## config.mk

```make
export PLATFORM = sky130hd
export DESIGN_NAME = vga_timing_gen
export DESIGN_NICKNAME = d
export VERILOG_FILES = /design/src/rtl/vga_timing_gen.sv
export SDC_FILE = /design/constraint.sdc
export NUM_CORES = 1
export LEC_CHECK = 0
export BUFFER_PORTS_ARGS = -buffer_cell sky130_fd_sc_hd__buf_2
export CAP_MARGIN = 20
export CORE_ASPECT_RATIO = 2
export CORE_MARGIN = 8
export CORE_UTILIZATION = 41
export DETAILED_ROUTE_END_ITERATION = 8
export PLACE_DENSITY = 0.65
export SLEW_MARGIN = 20
export SYNTH_ARGS = -nofsm -noshare
export SYNTH_HDL_FRONTEND = slang
export SYNTH_SLANG_ARGS = --single-unit
```

## constraint.sdc

```tcl
create_clock -name clk -period 2.5 [get_ports clk]
set_input_delay 0.25 -clock clk [delete_from_list [all_inputs] [get_ports clk]]
set_output_delay 0.25 -clock clk [all_outputs]
set_load 0.01 [all_outputs]
```

## src/rtl/vga_timing_gen.sv

```systemverilog
// vga_timing_gen: divided-clock VGA raster counters with registered sync, blanking and pixel/frame strobes
module vga_timing_gen #(
  parameter int H_ACTIVE = 640,
  parameter int H_FP     = 16,
  parameter int H_SYNC   = 96,
  parameter int H_BP     = 48,
  parameter int V_ACTIVE = 480,
  parameter int V_FP     = 10,
  parameter int V_SYNC   = 2,
  parameter int V_BP     = 33,
  parameter int CLK_DIV  = 2
) (
  input  logic       clk,
  input  logic       rst,
  output logic [9:0] H_Count_Value,
  output logic [9:0] V_Count_Value,
  output logic       hsync,
  output logic       vsync,
  output logic       video_on,
  output logic       pix_en,
  output logic       frame_start
);
  localparam int H_TOTAL = H_ACTIVE + H_FP + H_SYNC + H_BP;
  localparam int V_TOTAL = V_ACTIVE + V_FP + V_SYNC + V_BP;
  localparam int DW = CLK_DIV > 1 ? $clog2(CLK_DIV) : 1;
  localparam logic [DW-1:0] D_LAST = DW'(CLK_DIV - 1);
  localparam logic [9:0] H_LAST = 10'(H_TOTAL - 1);
  localparam logic [9:0] V_LAST = 10'(V_TOTAL - 1);
  localparam logic [9:0] HS_BEG = 10'(H_ACTIVE + H_FP);
  localparam logic [9:0] HS_END = 10'(H_ACTIVE + H_FP + H_SYNC - 1);
  localparam logic [9:0] VS_BEG = 10'(V_ACTIVE + V_FP);
  localparam logic [9:0] VS_END = 10'(V_ACTIVE + V_FP + V_SYNC - 1);
  localparam logic [9:0] H_VIS  = 10'(H_ACTIVE);
  localparam logic [9:0] V_VIS  = 10'(V_ACTIVE);

  logic [DW-1:0] r_div;
  logic [9:0]    r_h, r_v;
  logic          r_hs, r_vs, r_vo, r_pe, r_fs;
  logic          w_step, w_h_wrap;
  logic [9:0]    w_h_nxt, w_v_nxt;

  assign w_step   = r_div == D_LAST;
  assign w_h_wrap = r_h == H_LAST;
  assign w_h_nxt  = w_h_wrap ? 10'd0 : r_h + 10'd1;
  assign w_v_nxt  = !w_h_wrap ? r_v : (r_v == V_LAST) ? 10'd0 : r_v + 10'd1;

  // pixel-rate divider; wrapping marks the pixel step
  always_ff @(posedge clk or posedge rst)
    if (rst) r_div <= '0;
    else     r_div <= w_step ? '0 : r_div + 1'b1;

  // raster position and decoded outputs, all derived from the next position so they move together
  always_ff @(posedge clk or posedge rst)
    if (rst) begin
      r_h  <= H_LAST;
      r_v  <= V_LAST;
      r_hs <= 1'b1;
      r_vs <= 1'b1;
      r_vo <= 1'b0;
      r_pe <= 1'b0;
      r_fs <= 1'b0;
    end else begin
      r_pe <= w_step;
      r_fs <= w_step && w_h_nxt == 10'd0 && w_v_nxt == 10'd0;
      if (w_step) begin
        r_h  <= w_h_nxt;
        r_v  <= w_v_nxt;
        r_hs <= !(w_h_nxt >= HS_BEG && w_h_nxt <= HS_END);
        r_vs <= !(w_v_nxt >= VS_BEG && w_v_nxt <= VS_END);
        r_vo <= w_h_nxt < H_VIS && w_v_nxt < V_VIS;
      end
    end

  assign H_Count_Value = r_h;
  assign V_Count_Value = r_v;
  assign hsync         = r_hs;
  assign vsync         = r_vs;
  assign video_on      = r_vo;
  assign pix_en        = r_pe;
  assign frame_start   = r_fs;
endmodule

```

==> reports/qor.yml, run 1 <==
ys.flop_type: "dfrtp_1"
post-route-util_pct: 51.2
dr_total_vias: 1743
ctsHoldBuffers: 0
power.density_mw_per_mm2: 303
cts_setup_buffers: 0
maxSlewHeadroom_pct: 38.2
layout.nets: 257
clock_latency_ps: 270
die_w_um: 63.6
wl_per_cell_um: 17.3
grt_setup_unrepaired: "no"
synth_area_leaders: "dfrtp_1, dfstp_2, xnor2_1"
syn_to_final_growth_pct: 19.4
cp-start-kind: "flop"
grt_usage_pct: 14.9
fin_tns_setup_ps: 0
outcome: "completed"
path_clk_slew_ps: 90
io_pins: 27
viasPerCell: 5.77
postCtsResizedCells: 0
core_area_mm2: 0.00434
numCtsBuffers: 3
dr.first_iter.drc_count: 53
gp_congestion: 0.916
r2r_slack_ps: 170
vdd_drop_max_v: 0.000208
synth_area_per_cell_um2: 8.73
crit_arrival_ps: 2500
ys_ff_latch: 26
die_h_um: 111
dpl.hpwl_um: 4030
h-tree-depth: 1
path_class: "flop to flop"
grt_pass1_vias: 1752
synth-edff-count: 0
cap_violations: 0
syn_area_mm2: 0.00186
period_minus_slack_ps: 2330
clock_sinks: 26
worstSetupEndpointType: "flop"
grt_max_degree: 24
cts_tree: "built"
r2r_cells: 7
synth-async-reset-ratio_pct: 100
synth_nets: 220
diodes: 0
antenna_left: 0
p_leak_uw: 0.000876
clockBufferDepth: 2
final.period_utilization_pct: 93.0
routed_wirelength_um: 5220
layout_setup_ws_ps: 174
grt_pass1_wl_um: 8540
drc: 0
yosysWarnings: 0
worst_hold_path_type: "primary input to asynchronous set/reset pin"
fin_skew_ps: 3.00
final-setup-viol-count: 0
finalHoldViolCount: 0
dp_slack_ps: 70.2
crit_fanout: 7
hold_ws_ps: 169
ys_seq_area_share_pct: 35.8
antenna_found_initial: 0
synth_top_area_share_pct: 18.8
worst_pin_slew_ps: 926
layout-drive-gt1-share_pct: 31.5
ys_types: 54
crit_required_ps: 2670
maxSlewViolCount: 0
syn_inst: 213
max_freq_mhz: 430
die_area_mm2: 0.00708
cts_root_buf: "clkbuf_8"
start_util_pct: 42.8
synth_top_area_cell: "dfrtp_1"
drtPass1Iterations: 4
overflow: 0
portBuffers: 26
row_count: 34
-- worst paths after layout --
path	startpoint	end
max in group asynchronous	rst	H_Count_Value[0]
hold reg to reg	H_Count_Value[9]	H_Count_Value[9]
setup reg to reg	H_Count_Value[3]	frame_start
min in group clk	H_Count_Value[9]	H_Count_Value[9]
hold / removal	rst	r_div
setup / recovery	H_Count_Value[3]	frame_start
-- through the flow --
stage          instances  cell area [µm²]  total power, µW
4_1_cts              302             2210              686
3_3_place_gp         299             2170              441
2_1_floorplan        213             1870              435
5_1_grt              302             2220              701
6_report             302             2220              673
3_5_place_dp         299             2170              441
-- metal layers --
layer / up-vias / wire length [µm] / track usage (%)
li1: 846 / - / -
met1: 853 / 1840 / 13.6
met2: 29 / 3060 / 29.7
met3: 15 / 126 / 1.92
met4: 0 / 196 / 7.35
met5: - / 0 / 0
-- area by class of cell --
cell class | instances | area (µm²)
Tap cell | 54 | 67.6
Clock buffer | 3 | 41.3
Fill cell | 435 | 2120
Sequential cell | 26 | 666
Inverter | 7 | 26.3
Multi-Input combinational cell | 160 | 1090
Timing Repair Buffer | 52 | 325
-- sequential cells by signal (all words and copies together), names as in the netlist --
name / count
r_div: 1
H_Count_Value: 10
frame_start: 1
pix_en: 1
video_on: 1
V_Count_Value: 10
hsync: 1
vsync: 1
-- power by group --
part	total [µW]	switching, µW	leakage, µW	internal [µW]
sequential	421	0	0.000312	421
combinational	11.6	8.99	0.000543	2.62
clock	240	132	0.0000216	108
-- cells in the mapped netlist, types with 2 or more instances --
| library cell | instances |
|---|---|
| a211oi_1 | 4 |
| a21oi_1 | 5 |
| a31oi_1 | 3 |
| and4_1 | 4 |
| buf_2 | 7 |
| clkbuf_1 | 11 |
| dfrtp_1 | 14 |
| dfstp_2 | 12 |
| ha_1 | 5 |
| inv_1 | 7 |
| mux2_2 | 2 |
| nand2_1 | 19 |
| nand2b_1 | 4 |
| nand3_1 | 11 |
| nand3b_1 | 4 |
| nand4_1 | 5 |
| nand4b_1 | 3 |
| nor2_1 | 12 |
| nor2b_1 | 3 |
| nor3_1 | 6 |
| nor4_1 | 4 |
| o211ai_1 | 2 |
| o21ai_0 | 17 |
| o22a_1 | 2 |
| o41ai_1 | 2 |
| or3_1 | 6 |
| xnor2_1 | 11 |
| xor2_1 | 2 |
-- cell families (layout without fill, tap and decap cells) --
group | Yosys count | count (layout) | share of synthesized area (%)
flops | 26 | 26 | 35.8
fa+ha+maj | 5 | 5 | 3.36
simple gates | 90 | 90 | 28.3
xor+xnor | 13 | 13 | 6.12
mux | 2 | 2 | 1.21
compound gates | 50 | 50 | 18.9
buf+inv | 27 | 62 | 6.33
-- worst max-delay path: stages (launching register included) --
cell	delay (ps)
dfstp_2	590
buf_4	160
nand3_1	160
nor4_1	400
xnor2_1	170
nor2_1	70
or3b_1	400
a2111oi_2	270
-- cells in the final DEF (no fill, tap or decap), types with 2 or more instances in the layout --
master    netlist  layout
nor4_1          4       4
nor3_1          6       6
o22a_1          2       2
nand4b_1        3       3
buf_2           7      26
inv_1           7       7
a31oi_1         3       3
o41ai_1         2       2
or3_1           6       5
nor2_1         12      12
dfstp_2        12      12
clkbuf_8        0       3
nor2b_1         3       3
and4_1          4       4
dfrtp_1        14      14
nand3b_1        4       4
nand2b_1        4       4
mux2_2          2       2
nand2_1        19      19
a21oi_1         5       5
xnor2_1        11      11
a211oi_1        4       4
ha_1            5       4
o21ai_0        17      17
nand4_1         5       5
o211ai_1        2       2
buf_4           0      26
nand3_1        11      11
xor2_1          2       2
(Power assumes the default switching activity.)
==> run 2, diff against run 1 <==
- PLACE_DENSITY: 0.65 -> unset
- PLACE_DENSITY_LB_ADDON: unset -> 0.05
==> reports/qor.yml, run 2 (synthesis gave the netlist of run 1 again) <==
layout_commonest_cell: "buf_2"
fin_skew_ps: 3.55  # +0.550 ps
core_area_mm2: 0.00434  # unchanged
post-route-util_pct: 52.6  # +1.4 points
cts_tree: "built"
grt_pass1_wl_um: 9030  # +5.7%
final_cell_mix: "buf_2, buf_4, nand2_1"
clock_latency_ps: 270  # about the same
period_minus_slack_ps: 2360  # +35.5 ps
layout.nets: 257  # unchanged
cts_setup_buffers: 0  # unchanged
dp_cells: 297  # -0.67%
path_clk_slew_ps: 90  # about the same
die_h_um: 111  # unchanged
layout-drive-gt1-share_pct: 33.3  # +1.9 points
gp_congestion: 0.933  # +1.8%
dr_total_vias: 1795  # +3.0%
cap_violations: 0  # unchanged
crit_arrival_ps: 2520  # +20 ps
dpl.hpwl_um: 4260  # +5.6%
final_cell_area_mm2: 0.00228  # +2.8%
io_pins: 27  # unchanged
crit_required_ps: 2660  # about the same
placed_area_mm2: 0.00216  # -0.69%
worstSetupEndpointType: "flop"
worst_hold_path_type: "primary input to asynchronous set/reset pin"
clock_sinks: 26  # unchanged
grt_pass1_vias: 1877  # +7.1%
hold_ws_ps: 527  # +358 ps
grt_max_degree: 26  # +8.3%
max_freq_mhz: 424  # -1.5%
drc: 0  # unchanged
syn_to_final_growth_pct: 22.7
antenna_left: 0  # unchanged
p_leak_uw: 0.000903  # +3.1%
portBuffers: 26  # unchanged
outcome: "completed"
grt_setup_unrepaired: "no"
crit_fanout: 8  # +1
diodes: 0  # unchanged
maxSlewViolCount: 0  # unchanged
drtPass1Iterations: 5  # +1
vdd_drop_max_v: 0.000322  # +55%
grt_usage_pct: 15.6  # +0.74 points
antenna_found_initial: 0  # unchanged
path_class: "flop to flop"
power.density_mw_per_mm2: 311  # +2.6%
fin_cells: 303  # +0.33%
start_util_pct: 42.8  # unchanged
r2r_cells: 8  # +1
fin_tns_setup_ps: 0  # unchanged
viasPerCell: 5.92  # +2.6%
die_area_mm2: 0.00708  # unchanged
overflow: 0  # unchanged
dr.first_iter.drc_count: 58  # +9.4%
die_w_um: 63.6  # unchanged
cts_root_buf: "clkbuf_8"
clockBufferDepth: 2  # unchanged
finalHoldViolCount: 0  # unchanged
worst_pin_slew_ps: 512  # -413 ps
maxSlewHeadroom_pct: 65.8  # +28 points
h-tree-depth: 1  # unchanged
cp-start-kind: "flop"
final-setup-viol-count: 0  # unchanged
routed_wirelength_um: 5400  # +3.5%
final.period_utilization_pct: 94.4  # +1.4 points
row_count: 34  # unchanged
numCtsBuffers: 3  # unchanged
wl_per_cell_um: 17.8  # +3.2%
-- run 2: report_power, final --
part           switching, µW  internal [µW]  total (µW)  leakage [µW]
Clock                    132            141         273     0.0000288
Combinational           9.44           5.70        15.1      0.000563
Sequential                 0            421         421      0.000312
-- run 2: worst max-delay path: stages (launching register included) --
cell	delay, ps
dfstp_2	560
ha_4	150
nand4_4	100
buf_4	190
o41ai_2	260
a211oi_2	140
nand2b_1	170
or3b_1	370
a2111oi_2	310
-- run 2: cell type report --
| class | count | area (µm²) |
|---|---|---|
| clock buffer | 4 | 55.1 |
| fill | 436 | 2060 |
| inverter | 7 | 26.3 |
| multi-input combinational | 160 | 1130 |
| sequential | 26 | 666 |
| tap | 54 | 67.6 |
| timing repair buffer | 52 | 335 |
-- run 2: routing by layer --
layer / up-vias / GRT usage, % / wire length, µm
met5: - / 0 / 0
met4: 0 / 10.3 / 308
met3: 21 / 1.92 / 177
met2: 58 / 29.6 / 3040
met1: 864 / 14.7 / 1880
li1: 852 / - / -
-- run 2: stage by stage --
step	worst slack (ps)	power, µW
final	139	710
after global routing	14.6	736
after CTS	6.63	718
after detailed placement	31.6	441
after global placement	113	441
after floorplan	5.07	435
-- run 2: worst paths after layout --
path	slack (ps)	startpoint	to
worst max-delay path	140	H_Count_Value[0]	frame_start
max in group asynchronous	1310	rst	hsync
min in group clk	550	H_Count_Value[3]	H_Count_Value[3]
worst min-delay path	530	rst	pix_en
worst min register to register	550	H_Count_Value[3]	H_Count_Value[3]
worst max register to register	140	H_Count_Value[0]	frame_start
-- run 2: what timing repair did --
| item | in CTS | in global routing |
|---|---|---|
| gates resized for setup | 0 | 7 |
| hold endpoints to repair | 0 | 7 |
| hold buffers | 0 | 1 |
| setup endpoints to repair | 0 | 2 |
==> run 3, diff against run 2 <==
--- a/config.mk
+++ b/config.mk
@@ -10,5 +10,5 @@
 export CORE_ASPECT_RATIO = 2
 export CORE_MARGIN = 8
-export CORE_UTILIZATION = 41
+export CORE_UTILIZATION = 35
 export DETAILED_ROUTE_END_ITERATION = 8
 export PLACE_DENSITY_LB_ADDON = 0.05
==> constraint.sdc (replaced) <==
create_clock -name clk -period 2.5 [get_ports clk]
set_input_delay 0.25 -clock clk [delete_from_list [all_inputs] [get_ports clk]]
set_output_delay 0.25 -clock clk [all_outputs]
set_load 0.005 [all_outputs]
==> reports/qor.yml, run 3 (synthesis gave the netlist of run 1 again) <==
path_clk_slew_ps: 90  # about the same
clock_sinks: 26  # unchanged
outcome: "completed"
fin_skew_ps: 3.71  # +0.166 ps
layout-drive-gt1-share_pct: 32.8  # -0.53 points
die_w_um: 67.5  # +6.2%
layout.nets: 258  # +0.39%
cp_top_family: "simple AND/OR/NAND/NOR gates"
crit_required_ps: 2660  # about the same
switchingPower_uw: 150  # +6.3%
worst_hold_path_type: "primary input to asynchronous set/reset pin"
crit_fanout: 9  # +1
final_cell_mix: "buf_4, buf_2, nand2_1"
maxSlewHeadroom_pct: 64.4  # -1.5 points
clock_latency_ps: 280  # about the same
die_area_mm2: 0.00804  # +14%
wl_met3_um: 194  # +9.6%
pwr-share-clk_pct: 37.2  # -1.3 points
io_pins: 27  # unchanged
final.period_utilization_pct: 95.2  # +0.74 points
power_frac_comb_pct: 1.5  # -0.6 points
diodes: 0  # unchanged
core_area_mm2: 0.00514  # +18%
cts_tree: "built"
slowest_delay_ps: 570  # about the same
crit_chain: "ha_4 > nand4_4 > or3_4 > buf_4 > nor4_1 > a211oi_2 > o2111ai_1 > a2111oi_2"
grt_pass1_vias: 1753  # -6.6%
fin_tns_setup_ps: 0  # unchanged
wl_per_cell_um: 18.6  # +4.2%
drtPass1Iterations: 4  # -1
drt-met1-wl_um: 2090  # +11%
slowest_stage: "dfstp_2"
multi_input_area_mm2: 0.00112  # -0.77%
worst_pin_slew_ps: 529  # +17.0 ps
h-tree-depth: 1  # unchanged
finalHoldViolCount: 0  # unchanged
row_count: 37  # +8.8%
vdd_drop_max_v: 0.000189  # -41%
dr_total_vias: 1755  # -2.2%
ctsHoldBuffers: 0  # unchanged
crit_buf_inv: 1  # unchanged
final-setup-viol-count: 0  # unchanged
numCtsBuffers: 3  # unchanged
wl_met2_um: 3230  # +6.4%
highest_layer: "met4"
portBuffers: 26  # unchanged
grt_usage_pct: 14.8  # -0.83 points
power.share.switching_pct: 21.9  # +1.9 points
grt_pass1_wl_um: 9270  # +2.7%
hold_ws_ps: 16.7  # -510 ps
intPower_uw: 538  # -5.4%
fill_cells: 527  # +21%
routed_wirelength_um: 5720  # +5.9%
path_class: "flop to flop"
cts_root_buf: "clkbuf_8"
die_h_um: 119  # +7.0%
dr.first_iter.drc_count: 97  # +67%
regArea_um2: 666  # unchanged
pwr-share-seq_pct: 61.2  # +1.8 points
layout_commonest_cell: "buf_4"
antenna_found_initial: 0  # unchanged
cp-start-kind: "flop"
overflow: 0  # unchanged
antenna_left: 0  # unchanged
max_freq_mhz: 420  # -0.77%
power.density_mw_per_mm2: 304  # -2.3%
worstSetupEndpointType: "flop"
dpl.hpwl_um: 4400  # +3.3%
clockBufferDepth: 2  # unchanged
start_util_pct: 36.2  # -6.7 points
viasPerCell: 5.70  # -3.8%
period_minus_slack_ps: 2380  # +18.4 ps
gp_congestion: 0.911  # -2.3%
p_leak_uw: 0.000884  # -2.2%
crit_arrival_ps: 2540  # +20 ps
cap_violations: 0  # unchanged
grt_max_degree: 27  # +3.8%
maxSlewViolCount: 0  # unchanged
syn_to_final_growth_pct: 21.8
drc: 0  # unchanged
run 3: changes by cell type in the layout (fill, tap and decap cells not counted), sizes merged:
| cell | change |
|---|---|
| buf | +2 |
| dlygate4sd3 | -1 |
run 3: worst reg2reg max path, cell delays in order, from the launching register on:
cell       delay, ps
dfstp_2          570
ha_4             150
nand4_4          100
or3_4            340
buf_4            180
nor4_1           500
a211oi_2          70
o2111ai_1        280
a2111oi_2         80
run 3: path summary, 6_finish.rpt:
kind	from	to	slack, ps	depth (start not counted)
min in group clk	r_div	pix_en	440	0
worst min register to register	r_div	pix_en	440	0
max in group asynchronous	rst	V_Count_Value[3]	2180	3
worst min-delay path	rst	r_div	20	3
worst max-delay path	H_Count_Value[0]	frame_start	120	8
worst max register to register	H_Count_Value[0]	frame_start	120	8
run 3: power groups by stage:
stage	Combinational, µW	Clock, µW	Sequential (µW)
finish	10.4	256	421
global placement	10.9	0	429
detailed placement	11.5	0	429
CTS	11.5	267	421
floorplan	6.08	0	429
global route	13.1	282	421
run 3: routing by layer:
metal	GRT usage, %	vias to the layer above
met2	26.6	41
met4	8.04	0
met5	0	-
met3	1.50	13
met1	15.7	854
li1	-	847
run 3: final cells by class:
class                           count  share of cell area (%)
Sequential cell                    26                    29.4
Multi-Input combinational cell    160                    49.6
Timing Repair Buffer               53                    14.7
Clock buffer                        4                    1.99
Inverter                            7                    1.16
Tap cell                           58                    3.20
run 3: through the flow:
| stage | utilization, % | setup WS, ps | std cells | instance area (µm²) | power [µW] |
|---|---|---|---|---|---|
| after floorplan | - | 27.7 | 213 | 1870 | 435 |
| after global placement | 42.4 | 124 | 303 | 2180 | 440 |
| after detailed placement | 42.4 | 58.0 | 303 | 2180 | 440 |
| after CTS | 43.3 | 30.9 | 307 | 2220 | 700 |
| after global routing | 44.1 | -22.1 | 308 | 2260 | 717 |
| final | 44.1 | 120 | 308 | 2260 | 688 |
run 3: what timing repair did:
| item | 4_1_cts | 5_1_grt |
|---|---|---|
| endpoints found under the setup margin | 0 | 2 |
| hold endpoints to repair | 0 | 0 |
| buffers inserted | 0 | 1 |
| gates resized for setup | 0 | 4 |
